===== src/rtl/alu_pkg.sv =====
// Shared ALU control codes and the execute-stage FSM encoding.
package alu_pkg;

  localparam logic [2:0] ALU_AND = 3'b000;
  localparam logic [2:0] ALU_OR  = 3'b001;
  localparam logic [2:0] ALU_ADD = 3'b010;
  localparam logic [2:0] ALU_SUB = 3'b011;
  localparam logic [2:0] ALU_MUL = 3'b111;

  typedef enum logic {
    ST_IDLE = 1'b0,
    ST_MUL  = 1'b1
  } alu_state_e;

endpackage


===== src/rtl/mul_shift_add.sv =====
// Iterative shift-add multiplier: one multiplier bit per step, fixed WIDTH steps.
module mul_shift_add #(
  parameter int unsigned WIDTH = 32
) (
  input  logic             clk_i,
  input  logic             rst_i,
  input  logic             start_i,
  input  logic             clear_i,
  input  logic             step_i,
  input  logic [WIDTH-1:0] mcand_i,
  input  logic [WIDTH-1:0] mplier_i,
  output logic             done_o,
  output logic [WIDTH-1:0] product_o
);

  localparam int unsigned CW = (WIDTH > 1) ? $clog2(WIDTH) : 1;

  logic [WIDTH-1:0] mcand_q;
  logic [WIDTH-1:0] mplier_q;
  logic [WIDTH-1:0] acc_q;
  logic [WIDTH-1:0] acc_next;
  logic [CW-1:0]    cnt_q;

  always_comb begin
    acc_next = acc_q;
    if (mplier_q[0]) acc_next = acc_q + mcand_q;
  end

  // The product is the accumulator after the step taken on the done cycle.
  assign product_o = acc_next;
  assign done_o    = (cnt_q == CW'(WIDTH - 1));

  always_ff @(posedge clk_i or posedge rst_i) begin
    if (rst_i) begin
      mcand_q  <= '0;
      mplier_q <= '0;
      acc_q    <= '0;
      cnt_q    <= '0;
    end else if (clear_i) begin
      mcand_q  <= '0;
      mplier_q <= '0;
      acc_q    <= '0;
      cnt_q    <= '0;
    end else if (start_i) begin
      mcand_q  <= mcand_i;
      mplier_q <= mplier_i;
      acc_q    <= '0;
      cnt_q    <= '0;
    end else if (step_i) begin
      acc_q    <= acc_next;
      mcand_q  <= mcand_q << 1;
      mplier_q <= mplier_q >> 1;
      cnt_q    <= cnt_q + CW'(1);
    end
  end

endmodule


===== src/rtl/alu_multicycle.sv =====
// Execute-stage ALU: single-cycle logic/arith ops, iterative MUL with busy stall.
module alu_multicycle
  import alu_pkg::*;
#(
  parameter int unsigned WIDTH = 32
) (
  input  logic             clk_i,
  input  logic             rst_i,
  input  logic             valid_i,
  input  logic [2:0]       ALUCtrl_i,
  input  logic [WIDTH-1:0] data1_i,
  input  logic [WIDTH-1:0] data2_i,
  input  logic             flush_i,
  output logic [WIDTH-1:0] data_o,
  output logic             zero_o,
  output logic             valid_o,
  output logic             busy_o
);

  alu_state_e       state_q, state_d;
  logic             load;
  logic [WIDTH-1:0] load_val;
  logic [WIDTH-1:0] alu_res;
  logic             mul_start, mul_clear, mul_step, mul_done;
  logic [WIDTH-1:0] mul_product;

  mul_shift_add #(
    .WIDTH(WIDTH)
  ) u_mul (
    .clk_i     (clk_i),
    .rst_i     (rst_i),
    .start_i   (mul_start),
    .clear_i   (mul_clear),
    .step_i    (mul_step),
    .mcand_i   (data1_i),
    .mplier_i  (data2_i),
    .done_o    (mul_done),
    .product_o (mul_product)
  );

  always_comb begin
    alu_res = '0;
    case (ALUCtrl_i)
      ALU_AND: alu_res = data1_i & data2_i;
      ALU_OR:  alu_res = data1_i | data2_i;
      ALU_ADD: alu_res = data1_i + data2_i;
      ALU_SUB: alu_res = data1_i - data2_i;
      default: alu_res = '0;
    endcase
  end

  always_comb begin
    state_d   = state_q;
    load      = 1'b0;
    load_val  = '0;
    mul_start = 1'b0;
    mul_clear = 1'b0;
    mul_step  = 1'b0;
    case (state_q)
      ST_IDLE: begin
        if (flush_i) begin
          mul_clear = 1'b1;
        end else if (valid_i) begin
          if (ALUCtrl_i == ALU_MUL) begin
            mul_start = 1'b1;
            state_d   = ST_MUL;
          end else begin
            load     = 1'b1;
            load_val = alu_res;
          end
        end
      end
      ST_MUL: begin
        // Flush wins even on the final step, so the product is never loaded.
        if (flush_i) begin
          mul_clear = 1'b1;
          state_d   = ST_IDLE;
        end else begin
          mul_step = 1'b1;
          if (mul_done) begin
            load     = 1'b1;
            load_val = mul_product;
            state_d  = ST_IDLE;
          end
        end
      end
      default: state_d = ST_IDLE;
    endcase
  end

  always_ff @(posedge clk_i or posedge rst_i) begin
    if (rst_i) begin
      state_q <= ST_IDLE;
      data_o  <= '0;
      zero_o  <= 1'b1;
      valid_o <= 1'b0;
    end else begin
      state_q <= state_d;
      valid_o <= load;
      if (load) begin
        data_o <= load_val;
        zero_o <= (load_val == '0);
      end
    end
  end

  assign busy_o = (state_q == ST_MUL);

endmodule


===== config.mk =====
export PLATFORM = sky130hd
export DESIGN_NAME = alu_multicycle
export DESIGN_NICKNAME = d
export VERILOG_FILES = /design/src/rtl/alu_pkg.sv /design/src/rtl/mul_shift_add.sv /design/src/rtl/alu_multicycle.sv
export SDC_FILE = /design/constraint.sdc
export NUM_CORES = 1
export LEC_CHECK = 0
export ABC_AREA = 1
export BUFFER_PORTS_ARGS = -buffer_cell sky130_fd_sc_hd__buf_2
export CAP_MARGIN = 20
export CORE_MARGIN = 4
export CORE_UTILIZATION = 30
export CTS_CLUSTER_SIZE = 8
export DETAILED_ROUTE_END_ITERATION = 16
export MAX_ROUTING_LAYER = met4
export PLACE_DENSITY_LB_ADDON = 0.2
export REMOVE_ABC_BUFFERS = 1
export SYNTH_ARGS = -nofsm -noshare
export SYNTH_HDL_FRONTEND = slang
export SYNTH_SLANG_ARGS = --single-unit
export TNS_END_PERCENT = 30

===== constraint.sdc =====
create_clock -name clk_i -period 4.5 [get_ports clk_i]
set_clock_uncertainty 0.1 [all_clocks]
set_input_delay 0.225 -clock clk_i [delete_from_list [all_inputs] [get_ports clk_i]]
set_output_delay 0.225 -clock clk_i [all_outputs]
set_load 0.05 [all_outputs]

; Word-level counts from Yosys, hierarchy flattened
; Cells that the tools add are included.
[word_totals]
output_inout_bits = 35
regBits = 136
wordCells = 59
input_bits = 71
[op_classes]
n_mux = 36
bitwise_logic = 3
n_addsub = 4
n_eq_ne = 5
reduce_logical = 3
[op_table]
columns = cell, n
row1 = 32-bit 2-to-1 mux, 15
row2 = 32-bit case mux with 4 select lines, 1
row3 = 32-bit adder, 2
row4 = 32-bit case mux with 2 select lines, 1
row5 = 32-bit AND, 1
row6 = 32-bit logical NOT, 1
row7 = 32-bit OR, 1
row8 = 32-bit subtractor, 1
row9 = 5-bit 2-to-1 mux, 3
row10 = 1-bit 2-to-1 mux, 14
row11 = 3-bit by 2-bit equality test with 1-bit output (second input constant), 2
row12 = 5-bit by 1-bit adder with 5-bit output (second input constant), 1
row13 = 5-bit equality test (second input constant), 1
row14 = 1-bit case mux with 2 select lines, 2
row15 = 3-bit by 1-bit equality test with 1-bit output (second input constant), 1
row16 = 3-bit equality test (second input constant), 1
row17 = 3-bit logical NOT, 1
row18 = 3-bit nonzero test, 1
row19 = 1-bit inverter, 1

; Depth between registers and ports, before layout
; Gate-level depths: netlist of run 1.
[depth]
depth_word = 7
depth_mapped = 32
mapped_depth_nobuf = 32

; By module
; A second synthesis of run 1 with hierarchy kept.
[unflattened]
cells_unflattened = 2155
area_unflattened_um2 = 13041.3
[by_module_without_submodules]
columns = mod, seq_area_each_um2, area_per_inst_um2, instances, cells_per_inst
row1 = mul_shift_add, 2527.4, 7328.3, 1, 1122
row2 = alu_multicycle, 877.1, 5713.0, 1, 1033

; Worst setup path after synthesis of run 1
; Ideal clock, no wire load.
[synth_path]
path_type = in2reg
from = in data2_i[0]
to = reg zero_o
cell_stages = 31
arrival_ps = 3247
required_time_ps = 4339
setup_time_ps = 61
setup_slack_ps = 1092
path_buffers = 0
path_cell_list = inv_1 ha_1 inv_1 nor3_2 nand3_1 nor2_2 nand3_2 nor4_4 nand2_1 nand2_1 nand2_1 a21oi_2 o21ai_1 xor2_1 ha_1 inv_1 nor3_1 and2_1 and2_1 nand2_1 nand2_1 nand2_1 nand3_1 nand2_1 nand2_1 nand2_1 nor2_1 nand2_1 nor2_1 nand4_1 nand2_1
[synth_via]
elab_chain_cells = 7
elab_cells_between_ends = 10
cone_classes = add/sub (2) / mux (5) / bitwise (2) / reduce/logical (1)
[synth_rtl]
columns = item, line
row1 = "start, declared", alu_multicycle.sv:12  ; input logic [WIDTH-1:0] data2_i,
row2 = 32-bit subtractor (tied with other cells), alu_multicycle.sv:47  ; ALU_SUB: alu_res = data1_i - data2_i;
row3 = 32-bit case mux with 4 select lines (*), alu_multicycle.sv:43  ; case (ALUCtrl_i)
row4 = 32-bit 2-to-1 mux (*), alu_multicycle.sv:64  ; if (ALUCtrl_i == ALU_MUL) begin
row5 = 32-bit 2-to-1 mux (*), alu_multicycle.sv:63  ; end else if (valid_i) begin
row6 = 32-bit 2-to-1 mux (*), alu_multicycle.sv:61  ; if (flush_i) begin
row7 = 32-bit case mux with 2 select lines (*), alu_multicycle.sv:59  ; case (state_q)
row8 = 32-bit logical NOT (*), alu_multicycle.sv:102  ; zero_o <= (load_val == '0);
row9 = "end signal, assigned", alu_multicycle.sv:102
row10 = "end, declared", alu_multicycle.sv:15  ; output logic zero_o,
; Every way passes the cells marked *; elsewhere a longest branch is shown, timed or not.
; A chain may end at the register's enable or synchronous reset.

; Worst setup path in the final report of run 1
; Same ends and word-level chain as after synthesis.

==> results_dict.tcl, run 1 <==
set metrics [dict create \
    wl_per_cell_um 17.4 \
    finalCriticalPeriod_ns 3.91 \
    clock_network_latency_to_the_later_pin_of_the_worst_skew_pair_ns 0.46 \
    grt_setup_unrepaired "false" \
    dieArea_um2 46600 \
    required_ns 4.80 \
    final-setup-viol-count 0 \
    synth.ff_latch_count 136 \
    worst-r2r-setup-slack_ns 1.31 \
    placement.io_buffers 105 \
    final_min_period_over_clock_period_pct 86.8 \
    floorplan.core_area_um2 42300 \
    worst_path_largest_cell_delay_ns 0.36 \
    final_layout_size_suffix_gt1_share_pct 8.65 \
    number_of_global_route_vias_before_repair 13530 \
    core.rowCount 75 \
    cts_inserted_buffers 17 \
    worstSetupEndpointType "register" \
    postSynthAreaPerCell_um2 5.97 \
    run_status "complete, no violations" \
    power.density_nw_per_um2 264 \
    ys_dominant_reg_cell "sky130_fd_sc_hd__dfrtp_1" \
    die_y_um 216 \
    globalRoute.totalOverflow 0 \
    gpl.final_weighted_congestion 0.945 \
    grt_start_max_net_pins 104 \
    drt_wl_total_um 49400 \
    timing_worst_slew_pin_value_ns 0.990 \
    antenna_found_initial 1 \
    timing_worst_setup_path_type "primary input to register" \
    layout.cells.most_common "sky130_fd_sc_hd__nand2_1" \
    worstPathMaxFanout 5 \
    design_power_total_w 0.00391 \
    wire_length_of_the_first_global_routing_pass_um 77300 \
    postSynth.asyncResetShare_pct 100 \
    drt_pre_antenna_iters 5 \
    yosysSeqAreaShare_pct 26.3 \
    cts_tree "done" \
    final-max-slew-violation-count 0 \
    most-common-layout-cells "sky130_fd_sc_hd__nand2_1, sky130_fd_sc_hd__inv_1, sky130_fd_sc_hd__nand3_1" \
    cp-start-kind "primary input" \
    fmax_mhz 256 \
    post-place-ws_ns 0.147 \
    synth_warn 0 \
    crit_arrival_ns 4.21 \
    worst_path_most_repeated_cell "sky130_fd_sc_hd__nand2_1" \
    netlist-cell-type-count 39 \
    syn-instance-count 2171 \
    mappedNetlistArea_um2 13000 \
    clock_sink_count 136 \
    post_synth_edffs 0 \
    cpMaxStageDelayCell "sky130_fd_sc_hd__ha_1" \
    route.vias.total 14010 \
    detailedPlacementHpwl_um 39600 \
    worstReg2RegEnd "zero_o$_DFFE_PP1P_" \
    max_cap_viols 0 \
    htree_levels 4 \
    rr_startpoint "u_mul.mcand_q[0]$_DFFE_PP0P_" \
    worst-r2r-cell-count 16 \
    initial_cell_density_of_the_core_pct 30.6 \
    p_leak_nw 8.14 \
    drt-initial-drc-count 850 \
    layout-area-overhead-vs-synth_pct 14.2 \
    finalHoldViolations 0 \
    worst_setup_path_endpoint "zero_o$_DFFE_PP1P_" \
    root_buffer "sky130_fd_sc_hd__clkbuf_16" \
    design.portCount 106 \
    cts.path.max_buffers 2 \
    vdd.ir_drop.worst_mv 0.251 \
    timing.final.ws_setup_ns 0.592 \
    grtUsageTotal_pct 21.7 \
    die_w_um 216 \
    cts_repair_resized_insts 0 \
    worst_setup_hold_path_clk_slew_ns 0.07 \
    ant_nets 0 \
    average_via_count_per_standard_cell 4.93 \
    nets 2394 \
    relSlewSlack_pct 33.8 \
    drc 0 \
    worstHoldPathType "primary input to register" \
    critPathLaunch "data2_i[0]" \
]
## cell usage after synthesis (all sizes together) (4+ instances only)
cell    number  area share (%)
and2         6            0.29
and3         4            0.19
o21bai       9            0.55
o21ai      121             4.7
o22ai       74             3.6
o211ai       9            0.52
xnor2        5            0.34
dfrtp      135              26
nand3b       7            0.41
a21oi       60             2.4
or2          4            0.19
inv        397              11
nor3        26             1.1
ha          67             6.5
clkbuf      41             1.2
buf         21            0.76
nand3      229             9.0
xor2        31             2.1
a31oi       22             1.1
nand4       24             1.2
nor2       159             4.8
nand2      711              21
## worst max-delay path: cells and delay by family
family                     cells  cell delay (ns)
buffers and inverters          4             0.39
adders and majority gates      2             0.53
and+or+nand+nor               23             2.87
xor gates and xnor gates       1             0.19
## layout make-up
class                           instances  area (um^2)
Clock buffer                           20          467
Inverter                              397         1500
Timing Repair Buffer                  126          728
Sequential cell                       136         3400
Clock inverter                         10          121
Tap cell                              577          722
Antenna cell                            1         2.50
Fill cell                            4692        27500
Multi-Input combinational cell       1576         7850
## per-layer routing
layer  global-route usage [%]  routed length [um]  share of wire, %  vias to the layer above
li1                         -                   -                 -                     7095
met1                     28.1               23200                47                     6586
met2                     36.0               23400                47                      261
met3                     1.73                1340               2.7                       68
met4                     7.24                1390               2.8                        0
met5                        -                   0                 0                        -
## metrics by stage
stage | TNS, ns | std cells | hold slack (ns) | area [um^2] | utilization (%)
CTS | 0 | 2840 | 0.00471 | 14700 | 34.8
floorplan | -255.43 | 2109 | 0.246 | 12700 | -
detailed placement | 0 | 2808 | 0.367 | 14100 | 33.4
global route | 0 | 2843 | 0.0306 | 14800 | 35.0
finish | 0 | 2843 | 0.0179 | 14800 | 35.0
global placement | 0 | 2808 | 0.364 | 14100 | 33.4
## flip-flops by register name, indices dropped and copies added (netlist names)
register and count:
u_mul.mplier_q 32, u_mul.mcand_q 32, zero_o 1, busy_o 1, u_mul.acc_q 32, u_mul.cnt_q 5, data_o 32, valid_o 1
## report_power, final
part | total (W) | internal (W) | switching, W | leakage [nW]
combinational | 0.00111 | 0.000319 | 0.000789 | 5.99
clock | 0.00146 | 0.000854 | 0.000602 | 0.277
sequential | 0.00134 | 0.00129 | 0.0000570 | 1.87
## kinds of logic after synthesis
| group | Yosys count | share of synthesized area [%] |
|---|---|---|
| simple gates | 1172 | 38.1 |
| fa+ha+maj | 69 | 6.78 |
| buf+inv | 459 | 13.4 |
| flops | 136 | 26.3 |
| xor+xnor | 36 | 2.43 |
| compound gates | 299 | 13.0 |
## worst min path at each step
stage                           from                        endpoint  slack [ns]  depth (start not counted)
2_1_floorplan            data2_i[31]  u_mul.mplier_q[31]$_DFFE_PP0P_        0.25                          2
3_3_place_gp   data_o[0]$_DFFE_PP0P_           data_o[0]$_DFFE_PP0P_        0.36                          2
3_5_place_dp   data_o[1]$_DFFE_PP0P_           data_o[1]$_DFFE_PP0P_        0.37                          2
4_1_cts                   data1_i[0]    u_mul.mcand_q[0]$_DFFE_PP0P_       0.005                          3
5_1_grt                   data1_i[0]    u_mul.mcand_q[0]$_DFFE_PP0P_        0.03                          3
6_report                  data1_i[0]    u_mul.mcand_q[0]$_DFFE_PP0P_        0.02                          3
## timing repair
action,CTS,global route
hold buffers,2,0
buffers inserted,0,0
endpoints found under the hold margin,103,0
No activity file was read; power rests on OpenSTA's default activity.
==> run 2, diff against run 1 <==
- CORE_UTILIZATION: 30 -> 62
==> run 2 against run 1 <==
Final cell count is 11% lower. Flip-flop and latch count stayed put. Core utilization is 35 points higher. Combinational power hardly changed. Clock-buffer cell count stayed put. Register-to-register slack better by 0.19 ns. Critical endpoint unchanged. Largest cell class unchanged. Largest power group unchanged.
==> results_dict.tcl, run 2 (synthesis gave the netlist of run 1 again) <==
set metrics [dict create \
    run_status "complete, no violations" \
    grtUsageTotal_pct 37.1 \
    num_antenna_cells 0 \
    final-max-slew-violation-count 0 \
    globalRoute.totalOverflow 0 \
    postLayoutCellArea_um2 14300 \
    cp-start-kind "primary input" \
    rr_startpoint "u_mul.mcand_q[0]$_DFFE_PP0P_" \
    post-cts-setup-buffer-count 0 \
    worst-r2r-cell-count 17 \
    die_y_um 153 \
    htree_levels 4 \
    root_buffer "sky130_fd_sc_hd__clkbuf_16" \
    detailedPlacementHpwl_um 32800 \
    holdCritStartpoint "data1_i[0]" \
    layout-area-overhead-vs-synth_pct 10.6 \
    wire_length_of_the_first_global_routing_pass_um 68500 \
    placement.io_buffers 105 \
    clock_power_share_pct 36.8 \
    design.portCount 106 \
    cts_tree "done" \
    critPathLaunch "data2_i[0]" \
    cts_repair_resized_insts 0 \
    ant_nets 0 \
    wl_per_cell_um 16.7 \
    seqPwrFrac_pct 35.0 \
    floorplan.core_area_um2 20400 \
    antenna_found_initial 0 \
    worst_path_most_repeated_cell "sky130_fd_sc_hd__nand2_1" \
    drt-initial-drc-count 1443 \
    core.rowCount 52 \
    worst_setup_hold_path_clk_slew_ns 0.06 \
    grt_start_max_net_pins 103 \
    initial_cell_density_of_the_core_pct 63.4 \
    p_int_w 0.00240 \
    gpl.final_weighted_congestion 1.08 \
    drc 0 \
    worstSetupEndpointType "register" \
    clock_sink_count 136 \
    route.vias.total 14428 \
    dieArea_um2 23300 \
    final_min_period_over_clock_period_pct 84.6 \
    worst_hold_path.endpoint "u_mul.mcand_q[0]$_DFFE_PP0P_" \
    layout.cells.most_common "sky130_fd_sc_hd__nand2_1" \
    finalCriticalPeriod_ns 3.81 \
    sw_frac_of_total_pct 37.3 \
    nets 2391 \
    final_layout_size_suffix_gt1_share_pct 8.57 \
    drt_wl_total_um 42300 \
    worst_path_largest_cell_delay_ns 0.36 \
    average_via_count_per_standard_cell 5.69 \
    netSwitchingPower_w 0.00143 \
    grt_setup_unrepaired "false" \
    worst-r2r-setup-slack_ns 1.50 \
    die_w_um 153 \
    timing_worst_slew_pin_value_ns 1.07 \
    max_cap_viols 0 \
    cpMaxStageDelayCell "sky130_fd_sc_hd__ha_1" \
    cts_inserted_buffers 17 \
    fillerInstances 1865 \
    relSlewSlack_pct 28.8 \
    timing_worst_setup_path_type "primary input to register" \
    required_ns 4.77 \
    share_of_the_core_filled_with_cells_in_the_final_layout_pct 70.1 \
    most-common-layout-cells "sky130_fd_sc_hd__nand2_1, sky130_fd_sc_hd__inv_1, sky130_fd_sc_hd__nand3_1" \
    crit_arrival_ns 4.08 \
    vdd.ir_drop.worst_mv 0.248 \
    place_area_um2 13700 \
    number_of_global_route_vias_before_repair 13489 \
    fmax_mhz 263 \
    holdPathStages 3 \
    power.density_nw_per_um2 267 \
    p_leak_nw 8.11 \
    worstReg2RegEnd "zero_o$_DFFE_PP1P_" \
    clock_network_latency_to_the_later_pin_of_the_worst_skew_pair_ns 0.44 \
    worstPathMaxFanout 5 \
    worstHoldPathType "primary input to register" \
    cts.path.max_buffers 2 \
    design_power_total_w 0.00382 \
    finalHoldViolations 0 \
    final-setup-viol-count 0 \
    drt_pre_antenna_iters 6 \
    p_comb_share_pct 28.2 \
]
-- run 2: worst max-delay path by stage --
stage | endpoint | slack, ns | cells past startpoint
final | zero_o$_DFFE_PP1P_ | 0.69 | 30
after global routing | zero_o$_DFFE_PP1P_ | 0.24 | 30
after CTS | zero_o$_DFFE_PP1P_ | 0.71 | 30
after detailed placement | zero_o$_DFFE_PP1P_ | 0.29 | 30
after global placement | zero_o$_DFFE_PP1P_ | 0.39 | 30
after floorplan | u_mul.mcand_q[10]$_DFFE_PP0P_ | -3.17 | 7
-- run 2: critical path, delay by kind of cell --
family                   cells  cell delay, ns
AND/OR/NAND/NOR             23            2.72
buffers and inverters        4            0.42
XOR/XNOR                     1            0.18
adder cells (fa/ha/maj)      2            0.53
-- run 2: repair_timing --
| action | CTS | global route |
|---|---|---|
| endpoints found under the setup margin | 0 | 0 |
| endpoints found under the hold margin | 101 | 0 |
| hold buffers | 2 | 0 |
-- run 2: power by group through the flow --
stage | logic (W) | registers, W | clock network [W]
after detailed placement | 0.00105 | 0.00136 | 0
after CTS | 0.00106 | 0.00134 | 0.00141
after floorplan | 0.000603 | 0.00148 | 0
after global placement | 0.00103 | 0.00136 | 0
final | 0.00108 | 0.00134 | 0.00141
after global routing | 0.00119 | 0.00134 | 0.00147
-- run 2: metrics by stage --
step / setup slack (ns) / std cells / hold WS, ns / setup TNS (ns)
floorplan: -3.17 / 2109 / 0.246 / -255.43
global placement: 0.389 / 2499 / 0.363 / 0
detailed placement: 0.292 / 2500 / 0.366 / 0
CTS: 0.710 / 2534 / 0.0332 / 0
global route: 0.240 / 2534 / 0.0465 / 0
finish: 0.693 / 2534 / 0.0483 / 0
-- run 2: layer usage --
metal / global-route usage (%) / vias to the layer above / part of all wire (%) / wire [um]
li1: - / 7074 / - / -
met1: 48.5 / 6575 / 42 / 17600
met2: 59.1 / 638 / 45 / 19200
met3: 5.94 / 141 / 8.9 / 3770
met4: 12.7 / 0 / 4.1 / 1730
met5: - / - / 0 / 0
-- run 2: cell type report --
type / count / area, um^2 / area share [%]
inverters: 397 / 1500 / 10.4
clock buffers: 20 / 457 / 3.19
well taps: 270 / 338 / 2.36
multi-input cells: 1576 / 7850 / 54.8
clock inverters: 12 / 118 / 0.821
repair buffers: 123 / 669 / 4.67
flip-flops and latches: 136 / 3400 / 23.8
==> run 3, diff against run 2 <==
- CORE_UTILIZATION: 62 -> 56
- clock period: 4.5 -> 3.5 ns (I/O delays scaled with it)
==> run 3 against run 2 <==
The flow now finishes with violations (setup timing). Die area increased by 10%. Combinational power increased by 44%. Largest cell class unchanged. Flip-flop and latch count unchanged. Sequential share of layout area shrank 1.6 points. Via count is 3.6% higher. Sequential power up 28%. Setup slack got worse by 0.75 ns. Clock-buffer cell count down 2. Wire length is 5.9% higher. Final cell count grew 5.2%.
==> results_dict.tcl, run 3 (synthesis gave the netlist of run 1 again) <==
set metrics [dict create \
    htree_levels 4 \
    ant_nets 0 \
    worst_setup_hold_path_clk_slew_ns 0.07 \
    cts_inserted_buffers 17 \
    initial_cell_density_of_the_core_pct 57.1 \
    layout.cells.most_common "sky130_fd_sc_hd__nand2_1" \
    post-place-ws_ns -0.475 \
    wire_length_of_the_first_global_routing_pass_um 71100 \
    max_cap_viols 0 \
    layout-area-overhead-vs-synth_pct 18.4 \
    timing_worst_setup_path_type "primary input to register" \
    timing.final.ws_setup_ns -0.0531 \
    gpl.final_weighted_congestion 0.997 \
    worstPathMaxFanout 4 \
    violations "setup timing" \
    hold-worst-slack_ns 0.0274 \
    critical-path-top-delay-family "simple AND/OR/NAND/NOR gates" \
    die_y_um 160 \
    number_of_global_route_vias_before_repair 14120 \
    globalRoute.totalOverflow 0 \
    required_ns 3.77 \
    antenna_found_initial 1 \
    worstSetupPathDepth 31 \
    worst-r2r-setup-slack_ns 0.52 \
    drt_pre_antenna_iters 8 \
    vdd.ir_drop.worst_mv 0.299 \
    clock_network_latency_to_the_later_pin_of_the_worst_skew_pair_ns 0.44 \
    worstReg2RegEnd "zero_o$_DFFE_PP1P_" \
    grt_start_max_net_pins 102 \
    most-common-layout-cells "sky130_fd_sc_hd__nand2_1, sky130_fd_sc_hd__inv_1, sky130_fd_sc_hd__nand3_1" \
    relSlewSlack_pct 27.4 \
    cpMaxStageDelayCell "sky130_fd_sc_hd__nor4_4" \
    worstSetupEndpointType "register" \
    design.portCount 106 \
    drt-initial-drc-count 1407 \
    finalHoldViolations 0 \
    worst-r2r-cell-count 16 \
    crit_arrival_ns 3.82 \
    grtUsageTotal_pct 35.3 \
    worst_path_most_repeated_cell "sky130_fd_sc_hd__nand2_1" \
    detailedPlacementHpwl_um 35500 \
    average_via_count_per_standard_cell 5.61 \
    route.vias.total 14950 \
    worst_setup_path_endpoint "zero_o$_DFFE_PP1P_" \
    clock_sink_count 136 \
    final-setup-viol-count 1 \
    worst_path_largest_cell_delay_ns 0.26 \
    design_power_total_w 0.00518 \
    critPathLaunch "data2_i[1]" \
    core.rowCount 55 \
    wl_per_cell_um 16.8 \
    fin_tns_setup_ns -0.0531 \
    drt_wl_total_um 44800 \
    nets 2508 \
    p_leak_nw 8.70 \
    rr_startpoint "u_mul.mcand_q[0]$_DFFE_PP0P_" \
    run_status "finished with violations" \
    dieArea_um2 25600 \
    cts.path.max_buffers 2 \
    worstHoldPathType "primary input to register" \
    die_w_um 160 \
    final_layout_size_suffix_gt1_share_pct 13.7 \
    timing.critical_path.buf_inv 4 \
    postLayoutCellArea_um2 15300 \
    final_min_period_over_clock_period_pct 102 \
    final-max-slew-violation-count 0 \
    floorplan.core_area_um2 22700 \
    place_area_um2 14600 \
    cts_tree "done" \
    root_buffer "sky130_fd_sc_hd__clkbuf_16" \
    drc 0 \
    placement.io_buffers 105 \
    grt_setup_unrepaired "true" \
    timing_worst_slew_pin_value_ns 1.09 \
    cp-start-kind "primary input" \
    power.density_nw_per_um2 337 \
    fmax_mhz 281 \
    finalCriticalPeriod_ns 3.55 \
]
[run 3: cell count changes in the layout (fill, tap and decap cells not counted), moves of 3 or more]
cell / delta
sky130_fd_sc_hd__buf_4: +117
sky130_fd_sc_hd__nor2_1: -4
sky130_fd_sc_hd__nor3_1: -3
sky130_fd_sc_hd__inv_8: +4
sky130_fd_sc_hd__nor3_2: +3
[run 3: metal layers]
metal	vias to the layer above	wire length (um)	track usage [%]
met5	-	0	-
met4	0	1680	12.4
met3	132	3570	5.34
met2	661	20600	57.3
met1	6837	18900	45.1
li1	7320	-	-
[run 3: cell type report]
| cell class | instances | area (um^2) |
|---|---|---|
| fillers | 2055 | 7360 |
| repair buffers | 240 | 1550 |
| clock buffers | 18 | 439 |
| clock inverters | 14 | 176 |
| multi-input cells | 1576 | 7930 |
| well taps | 285 | 357 |
| diodes | 1 | 2.50 |
| inverters | 397 | 1500 |
| flip-flops and latches | 136 | 3400 |
[run 3: worst min-delay path by stage]
stage,slack (ns),depth (start not counted),to,start
floorplan,0.20,2,u_mul.mplier_q[31]$_DFFE_PP0P_,data2_i[31]
global route,0.05,3,u_mul.mcand_q[2]$_DFFE_PP0P_,data1_i[2]
finish,0.03,3,u_mul.mcand_q[31]$_DFFE_PP0P_,data1_i[31]
detailed placement,0.31,2,u_mul.mplier_q[6]$_DFFE_PP0P_,rst_i
global placement,0.31,2,u_mul.mplier_q[6]$_DFFE_PP0P_,rst_i
CTS,0.02,3,u_mul.mcand_q[31]$_DFFE_PP0P_,data1_i[31]
[run 3: power by group]
group	total, W	internal, W	leakage [nW]	switching [W]
Combinational	0.00155	0.000523	6.53	0.00103
Sequential	0.00172	0.00165	1.87	0.0000671
Clock	0.00190	0.00110	0.301	0.000798
[run 3: metrics by stage]
stage / utilization (%) / instances
after floorplan: - / 2109
after global placement: 64.4 / 2630
after detailed placement: 64.4 / 2630
after CTS: 67.2 / 2665
after global routing: 67.6 / 2667
final: 67.6 / 2667
[run 3: repair_timing]
action | in CTS | in global routing
endpoints found under the setup margin | 1 | 12
hold endpoints to repair | 100 | 0
pin swaps | 0 | 2
gates resized for setup | 2 | 15
setup buffers | 0 | 1
hold buffers | 3 | 0
[run 3: worst register-to-register path, cell delays in order, from the launching register on]
cell	delay, ns
sky130_fd_sc_hd__dfrtp_1	0.43
sky130_fd_sc_hd__ha_1	0.26
sky130_fd_sc_hd__fa_1	0.52
sky130_fd_sc_hd__nand2_1	0.14
sky130_fd_sc_hd__nand3_1	0.09
sky130_fd_sc_hd__nand2_1	0.12
sky130_fd_sc_hd__nand2_1	0.14
sky130_fd_sc_hd__nand2_1	0.10
sky130_fd_sc_hd__nand3_1	0.15
sky130_fd_sc_hd__o211ai_1	0.19
sky130_fd_sc_hd__nand2_1	0.08
sky130_fd_sc_hd__nor2_1	0.11
sky130_fd_sc_hd__nand2_1	0.06
sky130_fd_sc_hd__nor3_1	0.14
sky130_fd_sc_hd__buf_4	0.16
sky130_fd_sc_hd__nand4_1	0.09
sky130_fd_sc_hd__nand2_1	0.06
